--- src/rtl/proc_seq_pkg.sv ---
// Shared opcodes, bubble word and state type
// for the program sequencer.
package proc_seq_pkg;

  localparam logic [2:0] OP_MV   = 3'b000;
  localparam logic [2:0] OP_MVI  = 3'b001;
  localparam logic [2:0] OP_ADD  = 3'b010;
  localparam logic [2:0] OP_SUB  = 3'b011;
  localparam logic [2:0] OP_HALT = 3'b111;

  // mv R0,R0: harmless filler for idle T0 slots
  localparam logic [8:0] BUBBLE = 9'b000000000;

  typedef enum logic [1:0] {
    IDLE,
    RUN,
    HALTED
  } seq_state_t;

  function automatic logic [2:0] op_of(
    input logic [8:0] w
  );
    return w[8:6];
  endfunction

endpackage

--- src/rtl/proc_sequencer_if.sv ---
// Program memory bus: address, read strobe and
// read data returned one cycle after MemRd.
interface proc_sequencer_if #(
  parameter int ADDR_W = 6
);

  logic [ADDR_W-1:0] MemAddr;
  logic              MemRd;
  logic [8:0]        MemData;

  modport master (
    output MemAddr,
    output MemRd,
    input  MemData
  );

  modport slave (
    input  MemAddr,
    input  MemRd,
    output MemData
  );

endinterface

--- src/rtl/proc_sequencer_prefetch_fifo.sv ---
// Two-entry 9-bit prefetch buffer (seq_prefetch_fifo).
// Ports: clk, rst_n, flush, push/wdata, pop; head, next, count.
module seq_prefetch_fifo (
  input  logic       clk,
  input  logic       rst_n,
  input  logic       flush,
  input  logic       push,
  input  logic [8:0] wdata,
  input  logic       pop,
  output logic [8:0] head,
  output logic [8:0] next,
  output logic [1:0] count
);

  logic [8:0] e0;
  logic [8:0] e1;
  logic [1:0] cnt;
  logic       do_pop;
  logic       do_push;

  assign do_pop  = pop && (cnt != 2'd0);
  // a full buffer still accepts a word if it pops
  assign do_push = push && ((cnt != 2'd2) || do_pop);

  always_ff @(posedge clk or negedge rst_n) begin
    if (!rst_n) begin
      e0  <= '0;
      e1  <= '0;
      cnt <= 2'd0;
    end else if (flush) begin
      cnt <= 2'd0;
    end else begin
      unique case ({do_push, do_pop})
        2'b10: begin
          if (cnt == 2'd0) e0 <= wdata;
          else             e1 <= wdata;
          cnt <= cnt + 2'd1;
        end
        2'b01: begin
          e0  <= e1;
          cnt <= cnt - 2'd1;
        end
        2'b11: begin
          if (cnt == 2'd1) begin
            e0 <= wdata;
          end else begin
            e0 <= e1;
            e1 <= wdata;
          end
        end
        default: ;
      endcase
    end
  end

  assign head  = e0;
  assign next  = e1;
  assign count = cnt;

endmodule

--- src/rtl/proc_sequencer.sv ---
// Feeds program words to a processor DIN port at T0/IMM slots.
// Ports: Clock, Resetn, Start, Done, mem (bus master), DIN, Run,
// Busy, Halted, InstrCount; Step only with SEQ_STEP_EN defined.
module proc_sequencer
  import proc_seq_pkg::*;
#(
  parameter int ADDR_W = 6,
  parameter int CNT_W  = 8
) (
  input  logic             Clock,
  input  logic             Resetn,
  input  logic             Start,
  input  logic             Done,
`ifdef SEQ_STEP_EN
  input  logic             Step,
`endif
  proc_sequencer_if.master mem,
  output logic [8:0]       DIN,
  output logic             Run,
  output logic             Busy,
  output logic             Halted,
  output logic [CNT_W-1:0] InstrCount
);

  localparam logic [ADDR_W-1:0] PC_ONE  = 1;
  localparam logic [CNT_W-1:0]  CNT_ONE = 1;

  seq_state_t        state;
  seq_state_t        state_nx;
  logic [ADDR_W-1:0] pc;
  logic              rd_pend;
  logic              t0;
  logic              imm;
  logic [8:0]        din_q;
  logic [CNT_W-1:0]  cnt;

  logic [8:0] head;
  logic [8:0] second;
  logic [1:0] occ;
  logic [2:0] fill;
  logic       pop;
  logic       restart;
  logic       is_run;
  logic       head_halt;
  logic       halt_buf;
  logic       can_issue;
  logic       step_ok;
  logic       issue;
  logic       issue_mvi;
  logic       rd;

  seq_prefetch_fifo u_fifo (
    .clk   (Clock),
    .rst_n (Resetn),
    .flush (restart),
    .push  (rd_pend),
    .wdata (mem.MemData),
    .pop   (pop),
    .head  (head),
    .next  (second),
    .count (occ)
  );

  assign is_run = (state == RUN);
  assign fill   = {1'b0, occ} + {2'b00, rd_pend};

  // in an IMM slot the head is the immediate, not an opcode
  assign head_halt = (occ != 2'd0) && !imm
                  && (op_of(head) == OP_HALT);
  assign halt_buf  =
      ((occ != 2'd0) && (op_of(head) == OP_HALT))
   || ((occ == 2'd2) && (op_of(second) == OP_HALT));

  // mvi needs its immediate already buffered
  assign can_issue = (op_of(head) == OP_MVI)
                   ? (occ == 2'd2)
                   : (occ != 2'd0);

  assign issue = is_run && t0 && !imm && !head_halt
              && can_issue && step_ok;
  assign issue_mvi = issue && (op_of(head) == OP_MVI);
  assign pop = issue || (imm && (occ != 2'd0));

  assign rd = is_run && !halt_buf && (fill < 3'd2);

`ifdef SEQ_STEP_EN
  logic step_q;

  always_ff @(posedge Clock or negedge Resetn) begin
    if (!Resetn) step_q <= 1'b0;
    else         step_q <= (step_q && !issue) || Step;
  end

  assign step_ok = step_q;
`else
  assign step_ok = 1'b1;
`endif

  always_comb begin
    state_nx = state;
    restart  = 1'b0;
    unique case (state)
      IDLE: begin
        if (Start) state_nx = RUN;
      end
      RUN: begin
        if (head_halt) state_nx = HALTED;
      end
      HALTED: begin
        if (Start) begin
          state_nx = RUN;
          restart  = 1'b1;
        end
      end
      default: state_nx = IDLE;
    endcase
  end

  always_comb begin
    DIN = din_q;
    Run = 1'b0;
    if (imm) begin
      DIN = head;
    end else if (t0) begin
      DIN = issue ? head : BUBBLE;
      Run = issue;
    end
  end

  always_ff @(posedge Clock or negedge Resetn) begin
    if (!Resetn) begin
      state   <= IDLE;
      pc      <= '0;
      rd_pend <= 1'b0;
      t0      <= 1'b1;
      imm     <= 1'b0;
      din_q   <= BUBBLE;
      cnt     <= '0;
    end else begin
      state   <= state_nx;
      rd_pend <= rd;
      t0      <= Done;
      imm     <= issue_mvi;
      din_q   <= DIN;
      if (restart)  pc <= '0;
      else if (rd)  pc <= pc + PC_ONE;
      if (restart)  cnt <= '0;
      else if (Run && (cnt != '1))
        cnt <= cnt + CNT_ONE;
    end
  end

  assign mem.MemAddr = pc;
  assign mem.MemRd   = rd;
  assign Busy        = is_run;
  assign Halted      = (state == HALTED);
  assign InstrCount  = cnt;

endmodule

--- src/flat_wrapper.sv ---
// flat-port wrapper written by rule: the top's interface ports become plain ports
module proc_sequencer_flat import proc_seq_pkg::*;
#(
  parameter int ADDR_W = 6,
  parameter int CNT_W  = 8
)
  (Clock, Resetn, Start, Done, DIN, Run, Busy, Halted, InstrCount, mem_MemAddr, mem_MemRd, mem_MemData);
  proc_sequencer_if #(.ADDR_W(ADDR_W)) mem_i ();
  input  logic Clock;
  input  logic Resetn;
  input  logic Start;
  input  logic Done;
  output logic [8:0] DIN;
  output logic Run;
  output logic Busy;
  output logic Halted;
  output logic [CNT_W-1:0] InstrCount;
  output wire logic [$bits(mem_i.MemAddr)-1:0] mem_MemAddr;
  output wire logic [$bits(mem_i.MemRd)-1:0] mem_MemRd;
  input wire logic [$bits(mem_i.MemData)-1:0] mem_MemData;
  assign mem_MemAddr = mem_i.MemAddr;
  assign mem_MemRd = mem_i.MemRd;
  assign mem_i.MemData = mem_MemData;
  proc_sequencer #(.ADDR_W(ADDR_W), .CNT_W(CNT_W)) u_core (.Clock(Clock), .Resetn(Resetn), .Start(Start), .Done(Done), .mem(mem_i), .DIN(DIN), .Run(Run), .Busy(Busy), .Halted(Halted), .InstrCount(InstrCount));
endmodule
--- config.mk ---
export PLATFORM = sky130hd
export DESIGN_NAME = proc_sequencer_flat
export DESIGN_NICKNAME = d
export VERILOG_FILES = /design/src/rtl/proc_seq_pkg.sv /design/src/rtl/proc_sequencer_if.sv /design/src/rtl/proc_sequencer_prefetch_fifo.sv /design/src/rtl/proc_sequencer.sv /design/src/flat_wrapper.sv
export SDC_FILE = /design/constraint.sdc
export NUM_CORES = 1
export LEC_CHECK = 0
export CAP_MARGIN = 10
export CORE_MARGIN = 1.5
export CORE_UTILIZATION = 52
export CTS_CLUSTER_SIZE = 12
export DETAILED_ROUTE_END_ITERATION = 16
export GPL_ROUTABILITY_DRIVEN = 0
export PLACE_DENSITY = 0.78
export SLEW_MARGIN = 0
export SYNTH_ARGS = -nofsm -noshare
export SYNTH_HDL_FRONTEND = slang
export SYNTH_SLANG_ARGS = --single-unit
--- constraint.sdc ---
create_clock -name Clock -period 4.63 [get_ports Clock]
set_input_delay 0.926 -clock Clock [delete_from_list [all_inputs] [get_ports Clock]]
set_output_delay 0.926 -clock Clock [all_outputs]
set_load 0.01 [all_outputs]
# [Word-level counts from Yosys, hierarchy flattened]
# Cells that the tools add are included.
[word_totals] register_bits=48 input_bits=13 out_inout_bits=27
[op_classes] add_sub_neg=5 order_cmp=1 eq_ne=17 n_mux=23 bitwise_logic=1 reduce_logical=33
[op_table] cell="$mux 9" count=7
[op_table] cell="$pmux 9 s3" count=1
[op_table] cell="$pmux 9 s2" count=1
[op_table] cell="$mux 8" count=2
[op_table] cell="$logic_and 1x1->1" count=15
[op_table] cell="$mux 6" count=2
[op_table] cell="$ne 2x2->1 const B" count=5
[op_table] cell="$add 8x1->8 const B" count=1
[op_table] cell="$eq 2x2->1 const B" count=4
[op_table] cell="$ne 8x8->1 const B" count=1
[op_table] cell="$pmux 2 s2" count=2
[op_table] cell="$reduce_bool 2->1" count=4
[op_table] cell="$add 6x1->6 const B" count=1
[op_table] cell="$eq 2x1->1 const B" count=3
[op_table] cell="$eq 3x3->1 const B" count=2
[op_table] cell="$mux 2" count=3
[op_table] cell="$reduce_bool 3->1" count=2
[op_table] cell="$mux 1" count=5
[op_table] cell="$logic_not 2->1" count=2
[op_table] cell="$reduce_and 4->1" count=1
[op_table] cell="$add 2x1->3" count=1
[op_table] cell="$eq 3x1->1 const B" count=1
[op_table] cell="$logic_not 1->1" count=3
[op_table] cell="$logic_or 1x1->1" count=3
[op_table] cell="8 further kinds" count=8

# [Depth between registers and ports, before layout]
# Gate-level depths: netlist of run 1.
[depth] depth_word=13 ltp_mapped=15 mapped_depth_nobuf=13

# [Modules after synthesis]
# A second synthesis of run 1 with hierarchy kept.
[unflattened] cells_unflattened=202 hier_area_um2=2326.0
[by_module_without_submodules] mod="proc_sequencer" n_inst=1 cells_each=121 area_each_um2=1350.0 seq_area_each_um2=701.9
[by_module_without_submodules] mod="seq_prefetch_fifo" n_inst=1 cells_each=81 area_each_um2=975.9 seq_area_each_um2=500.5

# [Worst setup path after synthesis of run 1]
# Ideal clock, no wire load.
[synth_timing] path_kind="register to register" from="reg u_core.u_fifo.cnt[0], in the netlist u_core.u_fifo.count[0]" to="reg u_core.u_fifo.e1[0], in the netlist u_core.u_fifo.next[0]" setup_time_ps=125 arrival_time_ps=3110 required_ps=4505 slack_ps=1395 stages_incl_launch_ff=14 n_path_buf=2 cell_sequence="dfrtp_1 -> inv_1 -> ha_1 -> or4b_1 -> a41oi_2 -> or2_2 -> buf_6 -> nand2_1 -> and2_1 -> ha_1 -> buf_2 -> nor2b_1 -> o211ai_2 -> mux2_2"
[synth_via] elab_chain_cells=13
[synth_rtl] item="start, declared" line_no="proc_sequencer_prefetch_fifo.sv:17" source="logic [1:0] cnt;"
[synth_rtl] item="start signal, assigned" line_no="proc_sequencer_prefetch_fifo.sv:37" source="cnt <= cnt + 2'd1;"
[synth_rtl] item="start signal, assigned" line_no="proc_sequencer_prefetch_fifo.sv:41" source="cnt <= cnt - 2'd1;"
[synth_rtl] item="$reduce_bool 2->1"
[synth_rtl] item="$logic_and 1x1->1" line_no="proc_sequencer.sv:68" source="assign head_halt = (occ != 2'd0) && !imm"
[synth_rtl] item="$logic_and 1x1->1" line_no="proc_sequencer.sv:69" source="&& (op_of(head) == OP_HALT);"
[synth_rtl] item="$logic_not 1->1" line_no="proc_sequencer.sv:79" source="assign issue = is_run && t0 && !imm && !head_halt"
[synth_rtl] item="$logic_and 1x1->1" line_no="proc_sequencer.sv:79"
[synth_rtl] item="$logic_and 1x1->1" line_no="proc_sequencer.sv:80" source="&& can_issue && step_ok;"
[synth_rtl] item="$logic_or 1x1->1" line_no="proc_sequencer.sv:82" source="assign pop = issue || (imm && (occ != 2'd0));"
[synth_rtl] item="$logic_and 1x1->1" line_no="proc_sequencer_prefetch_fifo.sv:21" source="assign do_pop = pop && (cnt != 2'd0);"
[synth_rtl] item="$logic_or 1x1->1" line_no="proc_sequencer_prefetch_fifo.sv:23" source="assign do_push = push && ((cnt != 2'd2) || do_pop);"
[synth_rtl] item="$logic_and 1x1->1" line_no="proc_sequencer_prefetch_fifo.sv:23"
[synth_rtl] item="$eq 2x2->1" line_no="proc_sequencer_prefetch_fifo.sv:33" source="unique case ({do_push, do_pop})"
[synth_rtl] item="$ne 2x2->1 (no line) or $reduce_bool 2->1 (tied branches)"
[synth_rtl] item="$reduce_and 4->1 (no line)"
[synth_rtl] item="end signal, assigned" line_no="proc_sequencer_prefetch_fifo.sv:36" source="else e1 <= wdata;"
[synth_rtl] item="end signal, assigned" line_no="proc_sequencer_prefetch_fifo.sv:48" source="e1 <= wdata;"
[synth_rtl] item="end, declared" line_no="proc_sequencer_prefetch_fifo.sv:16" source="logic [8:0] e1;"
# Parallel ways exist; a longest one is shown, timed or not.
# A chain may end at the register's enable or synchronous reset.

# [Final worst setup path of run 1]
[layout_timing] from="reg u_core.u_fifo.cnt[0], in the netlist u_core.u_fifo.count[0]" to="out DIN[1]"
[layout_via] elab_chain_cells=9
[layout_rtl] item="$reduce_bool 2->1" line_no="proc_sequencer.sv:68, proc_sequencer.sv:77"
[layout_rtl] item="$logic_and 1x1->1" line_no="proc_sequencer.sv:68"
[layout_rtl] item="$logic_and 1x1->1" line_no="proc_sequencer.sv:69"
[layout_rtl] item="$logic_not 1->1" line_no="proc_sequencer.sv:79"
[layout_rtl] item="$logic_and 1x1->1" line_no="proc_sequencer.sv:79"
[layout_rtl] item="$logic_and 1x1->1 (*)" line_no="proc_sequencer.sv:80"
[layout_rtl] item="$mux 9 (*)" line_no="proc_sequencer.sv:125" source="DIN = issue ? head : BUBBLE;"
[layout_rtl] item="$mux 9 (*)" line_no="proc_sequencer.sv:124" source="end else if (t0) begin"
[layout_rtl] item="$mux 9 (*)" line_no="proc_sequencer.sv:122" source="if (imm) begin"
[layout_rtl] item="end, declared" line_no="flat_wrapper.sv:13" source="output logic [8:0] DIN;"
# Every way passes the cells marked *; elsewhere a longest branch is shown, timed or not.

==> results of run 1 <==
==> final cells by class <==
cell class	count	area [um2]	share of cell area
Clock buffer	5	68.82	0.02289
Timing Repair Buffer	40	392.9	0.1307
Sequential cell	48	1202	0.3999
Tap cell	54	67.56	0.02247
Clock inverter	1	30.03	0.009988
Multi-Input combinational cell	166	1219	0.4053
Inverter	7	26.28	0.008739
==> cell usage after synthesis, types with 4 or more instances <==
| master | number | area, um2 |
|---|---|---|
| and3_1 | 6 | 37.54 |
| a221oi_1 | 8 | 70.07 |
| ha_1 | 10 | 125.1 |
| a22o_1 | 10 | 87.58 |
| o21ai_0 | 7 | 35.03 |
| inv_1 | 6 | 22.52 |
| dfrtp_1 | 47 | 1176 |
| nor2_1 | 20 | 75.07 |
| nand4_1 | 4 | 25.02 |
| nand2_1 | 20 | 75.07 |
| o31ai_2 | 8 | 100.1 |
| mux2_2 | 17 | 191.4 |
| nand3_1 | 8 | 40.04 |
| clkbuf_1 | 6 | 22.52 |
| a21oi_1 | 9 | 45.04 |
==> sequential cells by signal (all words and copies together), names as in the netlist <==
name,count
u_core.state,2
u_core.t0,1
u_core.InstrCount,8
u_core.imm,1
u_core.din_q,9
u_core.u_fifo.head,9
u_core.rd_pend,1
u_core.u_fifo.count,2
u_core.mem.MemAddr,6
u_core.u_fifo.next,9
==> kinds of logic after synthesis <==
group	count (synthesis)	share of synthesized area
AO/OA/AOI/OAI	56	0.1835
XOR/XNOR	6	0.02106
adder cells (fa/ha/maj)	10	0.05013
buffers and inverters	17	0.03007
flip-flops	48	0.4817
multiplexers	18	0.08070
AND/OR/NAND/NOR	76	0.1529
==> power breakdown <==
| part | total (W) | switching (W) | leakage [nW] | internal [W] |
|---|---|---|---|---|
| clock network | 0.000284 | 0.000129 | 0.0501 | 0.000155 |
| registers | 0.000797 | 0.000176 | 0.582 | 0.000621 |
| logic | 0.00116 | 0.000566 | 0.646 | 0.000596 |
| total | 0.00224 | 0.000871 | 1.28 | 0.00137 |
==> through the flow <==
| step | cell area (um2) | hold slack, ns |
|---|---|---|
| 4_1_cts | 3007 | 0.5019 |
| 5_1_grt | 3007 | 0.5239 |
| 3_3_place_gp | 2908 | 0.4710 |
| 6_report | 3007 | 0.4969 |
| 3_5_place_dp | 2908 | 0.4825 |
| 2_1_floorplan | 2496 | 0.4577 |
==> final timing paths <==
| kind | from | to | slack, ns | depth (start not counted) |
|---|---|---|---|---|
| setup / recovery | u_core.u_fifo.count[0] | DIN[1] | 0.90 | 8 |
| hold / removal | u_core.din_q[0] | u_core.din_q[0] | 0.50 | 1 |
| setup reg to reg | u_core.u_fifo.count[0] | u_core.u_fifo.next[7] | 1.02 | 11 |
| hold reg to reg | u_core.din_q[0] | u_core.din_q[0] | 0.50 | 1 |
| max in group asynchronous | Resetn | u_core.state[1] | 3.18 | 1 |
| min in group asynchronous | Resetn | u_core.din_q[3] | 0.81 | 1 |
==> metal layers <==
metal | vias to the layer above | track usage | share of wire
li1 | 922 | - | -
met1 | 926 | 0.3179 | 0.50
met2 | 57 | 0.3035 | 0.45
met3 | 8 | 0.03750 | 0.040
met4 | 0 | 0.07128 | 0.017
met5 | - | 0 | 0
==> cells in the final DEF (no fill, tap or decap), types with 2 or more instances in the layout <==
cell	n
dfrtp_1	47
clkdlybuf4s50_1	38
nor2_1	20
nand2_1	20
mux2_2	17
a22o_1	10
ha_1	10
a21oi_1	9
nand3_1	8
a221oi_1	8
o31ai_2	8
o21ai_0	7
inv_1	6
and3_1	6
clkbuf_8	5
nand4_1	4
nor2b_1	3
or4_1	3
xor2_1	3
xnor2_1	3
and2_1	2
o21ai_1	2
o31ai_1	2
or3_1	2
o41ai_1	2
==> reports/qor.txt, run 1 <==
outcome: finished clean
CP Max Fanout: 9
Slew Limit Fails: 0
FMAX: 268.2 MHz
number of max-cap violations: 0
Max Clock Skew: 0.007326 ns
Chip Height: 72.29 um
total gr overflow: 0
Crit path max-delay family: compound AO/OA/AOI/OAI gates
CP Cell Sequence: inv_1, ha_1, inv_1, a32o_1, nor2_1, o21bai_1, a22o_1, clkdlybuf4s50_1
RSZ-0062 raised after global routing: no
Nets: 291
Iter 0 DRT Violations: 121
vias in the first global route: 1,820
Final Hold Viols: 0
hold_buf cts: 0
Syn Area/Cell: 10.81 um2
Syn Std Cell Area: 2496 um2
first-pass GRT wire length: 8597 um
Power Total: 0.002243 W
Distinct cells, synth: 45
Pleak: 1.277 nW
setup TNS: 0 ns
fraction of layout cells with a size suffix above 1: 0.1423
num rows: 25
die area: 5225 um2
Placed Cells: 315
post-route non-filler standard cell count: 321
Final min period: 3.728 ns
CTS resizes: 0
number of CTS-inserted buffers: 5
setup repair bufs after CTS: 0
largest net degree at the start of global routing: 49
Crit path largest cell delay: 0.56 ns
CP endpoint kind: primary output
VDD IR max: 0.3290 mV
P per Cell Area: 746.0 nW/um2
CTS clk-pin slew, worst paths: 0.08 ns
slowest library cell on the worst path: o21bai_1
final period utilization: 0.8052
setup violators final: 0
WP data arrival: 2.80 ns
DR WL/cell: 15.71 um
DRC viols: 0
worst path bufs/invs: 3
Hold WC Path Type: reg2reg
Detail Route Antenna Nets: 0
Most used DFF post-synth: dfrtp_1
area growth from synthesis to layout: 20.45%
DRT Pass-1 Iters: 4
YS warnings: 0
CTS sink cnt: 48
Worst Max-Slew Pin Slew: 1.033 ns
IO Count: 40
worst-skew pair later-pin latency: 0.30 ns
Placement Setup Slack: 1.063 ns
port bufs: 39
critical path class: reg2out
Max clock buf depth: 2
sequential fraction of the synthesis area: 0.4817
CTS tree: built
Worst Path Required: 3.70 ns
Yosys reg bits: 48
vias per cell: 5.960
setup ws final: 0.9018 ns
number of flops mapped to enable cells by yosys: 0
async set-reset flop share out of synthesis: 1.000
Initial Util: 0.5356
root buffer cell: clkbuf_8
chip width: 72.29 um
Mapped Cells: 231
most used cell, CP: inv_1
Util after Layout: 0.6451
DP HPWL: 3594 um
vias: 1,913
H-tree levels: 2
gr usage total: 0.2094
syn_nets: 254
Slew HR: 0.3110
Setup crit start kind: flip-flop
Core ar.: 4661 um2
Detailed Route WL: 5044 um
Fill cells: 354
initial antenna violation count: 0
antenna cells: 0
(Power assumes the default switching activity.)
==> inputs of run 2 (changes only) <==
Settings changed: CORE_UTILIZATION 52 to 48, PLACE_DENSITY 0.78 to 0.76.
Clock period 4.63 ns to 3.3 ns, I/O delays scaled along.
==> reports/qor.txt, run 2 (synthesized netlist as in run 1, its figures left out) <==
Max Clock Skew: 0.009892 ns (+0.002566 ns)
Worst Max-Slew Pin Slew: 1.044 ns (+0.01084 ns)
Crit path max-delay family: buffers and inverters
combinational group share of total power: 0.535 (+0.017)
Sequential cell area: 1202 um2 (unchanged)
Final Hold Viols: 0 (unchanged)
Hold WC Path Type: reg2reg
gr usage total: 0.1905 (-0.01890)
worst path bufs/invs: 3 (unchanged)
Fill cells: 432 (+22%)
r2r startpoint: u_core.u_fifo.count[0]
Setup crit start kind: flip-flop
DRT Pass-1 Iters: 4 (unchanged)
Worst Path Required: 2.64 ns (-1.06 ns)
DR WL/cell: 14.98 um (-4.7%)
most frequent cells in the layout: 47 x dfrtp_1, 38 x clkdlybuf4s50_1, 20 x nor2_1, 20 x nand2_1, 17 x mux2_2
post-route non-filler standard cell count: 343 (+6.9%)
CTS sink cnt: 48 (unchanged)
H-tree levels: 2 (unchanged)
CP Max Fanout: 9 (unchanged)
area growth from synthesis to layout: 23.31%
Initial Util: 0.4919 (-0.04371)
Max clock buf depth: 2 (unchanged)
Fin Hold WS: 0.4955 ns (-0.001336 ns)
Switch Pwr: 0.001256 W (+44%)
CP Cell Sequence: inv_1, ha_1, inv_1, a32o_1, nor2_1, o21bai_4, a22o_1, clkdlybuf4s50_1
commonest non-fill, non-tap cell in the layout: dfrtp_1
Detailed Route WL: 5137 um (+1.8%)
first-pass GRT wire length: 8128 um (-5.5%)
total gr overflow: 0 (unchanged)
vias per cell: 5.603 (-6.0%)
Nets: 295 (+1.4%)
number of CTS-inserted buffers: 5 (unchanged)
number of max-cap violations: 0 (unchanged)
final period utilization: 0.9576
Crit path largest cell delay: 0.48 ns (-0.08 ns)
Slew Limit Fails: 0 (unchanged)
CTS clk-pin slew, worst paths: 0.09 ns (about the same)
slowest library cell on the worst path: clkdlybuf4s50_1
outcome: finished clean
Crit path depth: 8 (unchanged)
setup violators final: 0 (unchanged)
fraction of layout cells with a size suffix above 1: 0.1685 (+0.02618)
worst-skew pair later-pin latency: 0.31 ns (about the same)
largest net degree at the start of global routing: 49 (unchanged)
num rows: 26 (+4.0%)
most used cell, CP: inv_1
FF-to-FF path depth: 12 (+1)
CP endpoint kind: primary output
Chip Height: 75.12 um (+3.9%)
antenna cells: 0 (unchanged)
CP Launch Point: u_core.u_fifo.count[0]
die area: 5642 um2 (+8.0%)
Final min period: 3.160 ns
Placed Cells: 334 (+6.0%)
DRC viols: 0 (unchanged)
Detail Route Antenna Nets: 0 (unchanged)
slack of the worst reg-to-reg path: 0.22 ns (-0.80 ns)
initial antenna violation count: 0 (unchanged)
FMAX: 316.4 MHz
Iter 0 DRT Violations: 72 (-40%)
chip width: 75.12 um (+3.9%)
VDD IR max: 0.3911 mV (+19%)
DP HPWL: 3625 um (+0.85%)
vias: 1,922 (+0.47%)
Slew HR: 0.3038 (-0.007226)
setup TNS: 0 ns (unchanged)
port bufs: 39 (unchanged)
P per Cell Area: 1031 nW/um2 (+38%)
Multi-input gate area: 1254 um2 (+2.9%)
IO Count: 40 (unchanged)
Sw Share: 0.3958 (+0.007391)
Core ar.: 5075 um2 (+8.9%)
critical path class: reg2out
power share of the clock group: 0.114 (-0.012)
vias in the first global route: 1,692 (-7.0%)
Pleak: 1.301 nW (+1.9%)
internal power: 0.001917 W (+40%)
CTS tree: built
WP data arrival: 2.50 ns (-0.30 ns)
Reg power frac: 0.351 (-0.004)
root buffer cell: clkbuf_8
reg2reg end: u_core.u_fifo.next[3]
Worst setup endpoint: DIN[7]
Power Total: 0.003173 W (+41%)
## run 2: cell type report
type,count,share of cell area
Multi-Input combinational cell,167,0.4073
Sequential cell,48,0.3906
Timing Repair Buffer,43,0.1350
Tap cell,70,0.02846
Clock buffer,6,0.02683
Inverter,7,0.008537
Clock inverter,2,0.003252
## run 2: repair_timing
| item | 4_1_cts | 5_1_grt |
|---|---|---|
| gates cloned | 0 | 1 |
| resized for setup | 1 | 3 |
| setup endpoints to repair | 9 | 18 |
| endpoints found under the hold margin | 0 | 0 |
| pin swaps | 0 | 1 |
| buffers inserted | 0 | 0 |
| hold buffers | 0 | 0 |
## run 2: worst min path at each step
stage                            end             startpoint  cells past startpoint  slack, ns
6_report       u_core.u_fifo.head[1]  u_core.u_fifo.head[1]                      2       0.50
5_1_grt        u_core.u_fifo.head[0]  u_core.u_fifo.head[0]                      2       0.51
4_1_cts        u_core.u_fifo.head[1]  u_core.u_fifo.head[1]                      2       0.50
3_5_place_dp   u_core.u_fifo.head[1]  u_core.u_fifo.head[1]                      2       0.48
3_3_place_gp   u_core.u_fifo.head[3]  u_core.u_fifo.head[3]                      2       0.47
2_1_floorplan   u_core.InstrCount[0]                 Resetn                      0       0.36
## run 2: power by group through the flow
| stage | Sequential (W) | Clock, W | Combinational, W |
|---|---|---|---|
| floorplan | 0.00109 | 0 | 0.00109 |
| global placement | 0.00111 | 0 | 0.00161 |
| detailed placement | 0.00112 | 0 | 0.00166 |
| CTS | 0.00111 | 0.000370 | 0.00167 |
| global route | 0.00115 | 0.000395 | 0.00189 |
| finish | 0.00112 | 0.000361 | 0.00170 |
## run 2: worst min-delay path, cell delays in order, from the launching register on
cell and delay, ns:
dfrtp_1 0.35, nand2_1 0.06, o31ai_2 0.05
## run 2: metal layers
layer / vias to the layer above / global-route usage / share of wire / wire, um
li1: 939 / - / - / -
met1: 935 / 0.2910 / 0.50 / 2563
met2: 41 / 0.2684 / 0.45 / 2327
met3: 7 / 0.04819 / 0.036 / 184
met4: 0 / 0.05051 / 0.012 / 62
met5: - / 0 / 0 / 0
## run 2: through the flow
stage / util / setup slack [ns] / instance area, um2
after floorplan: - / 0.06507 / 2496
after CTS: 0.6003 / 0.07637 / 3047
after global placement: 0.5814 / 0.2083 / 2950
after detailed placement: 0.5814 / 0.09650 / 2950
after global routing: 0.6065 / -0.02810 / 3078
final: 0.6065 / 0.1398 / 3078
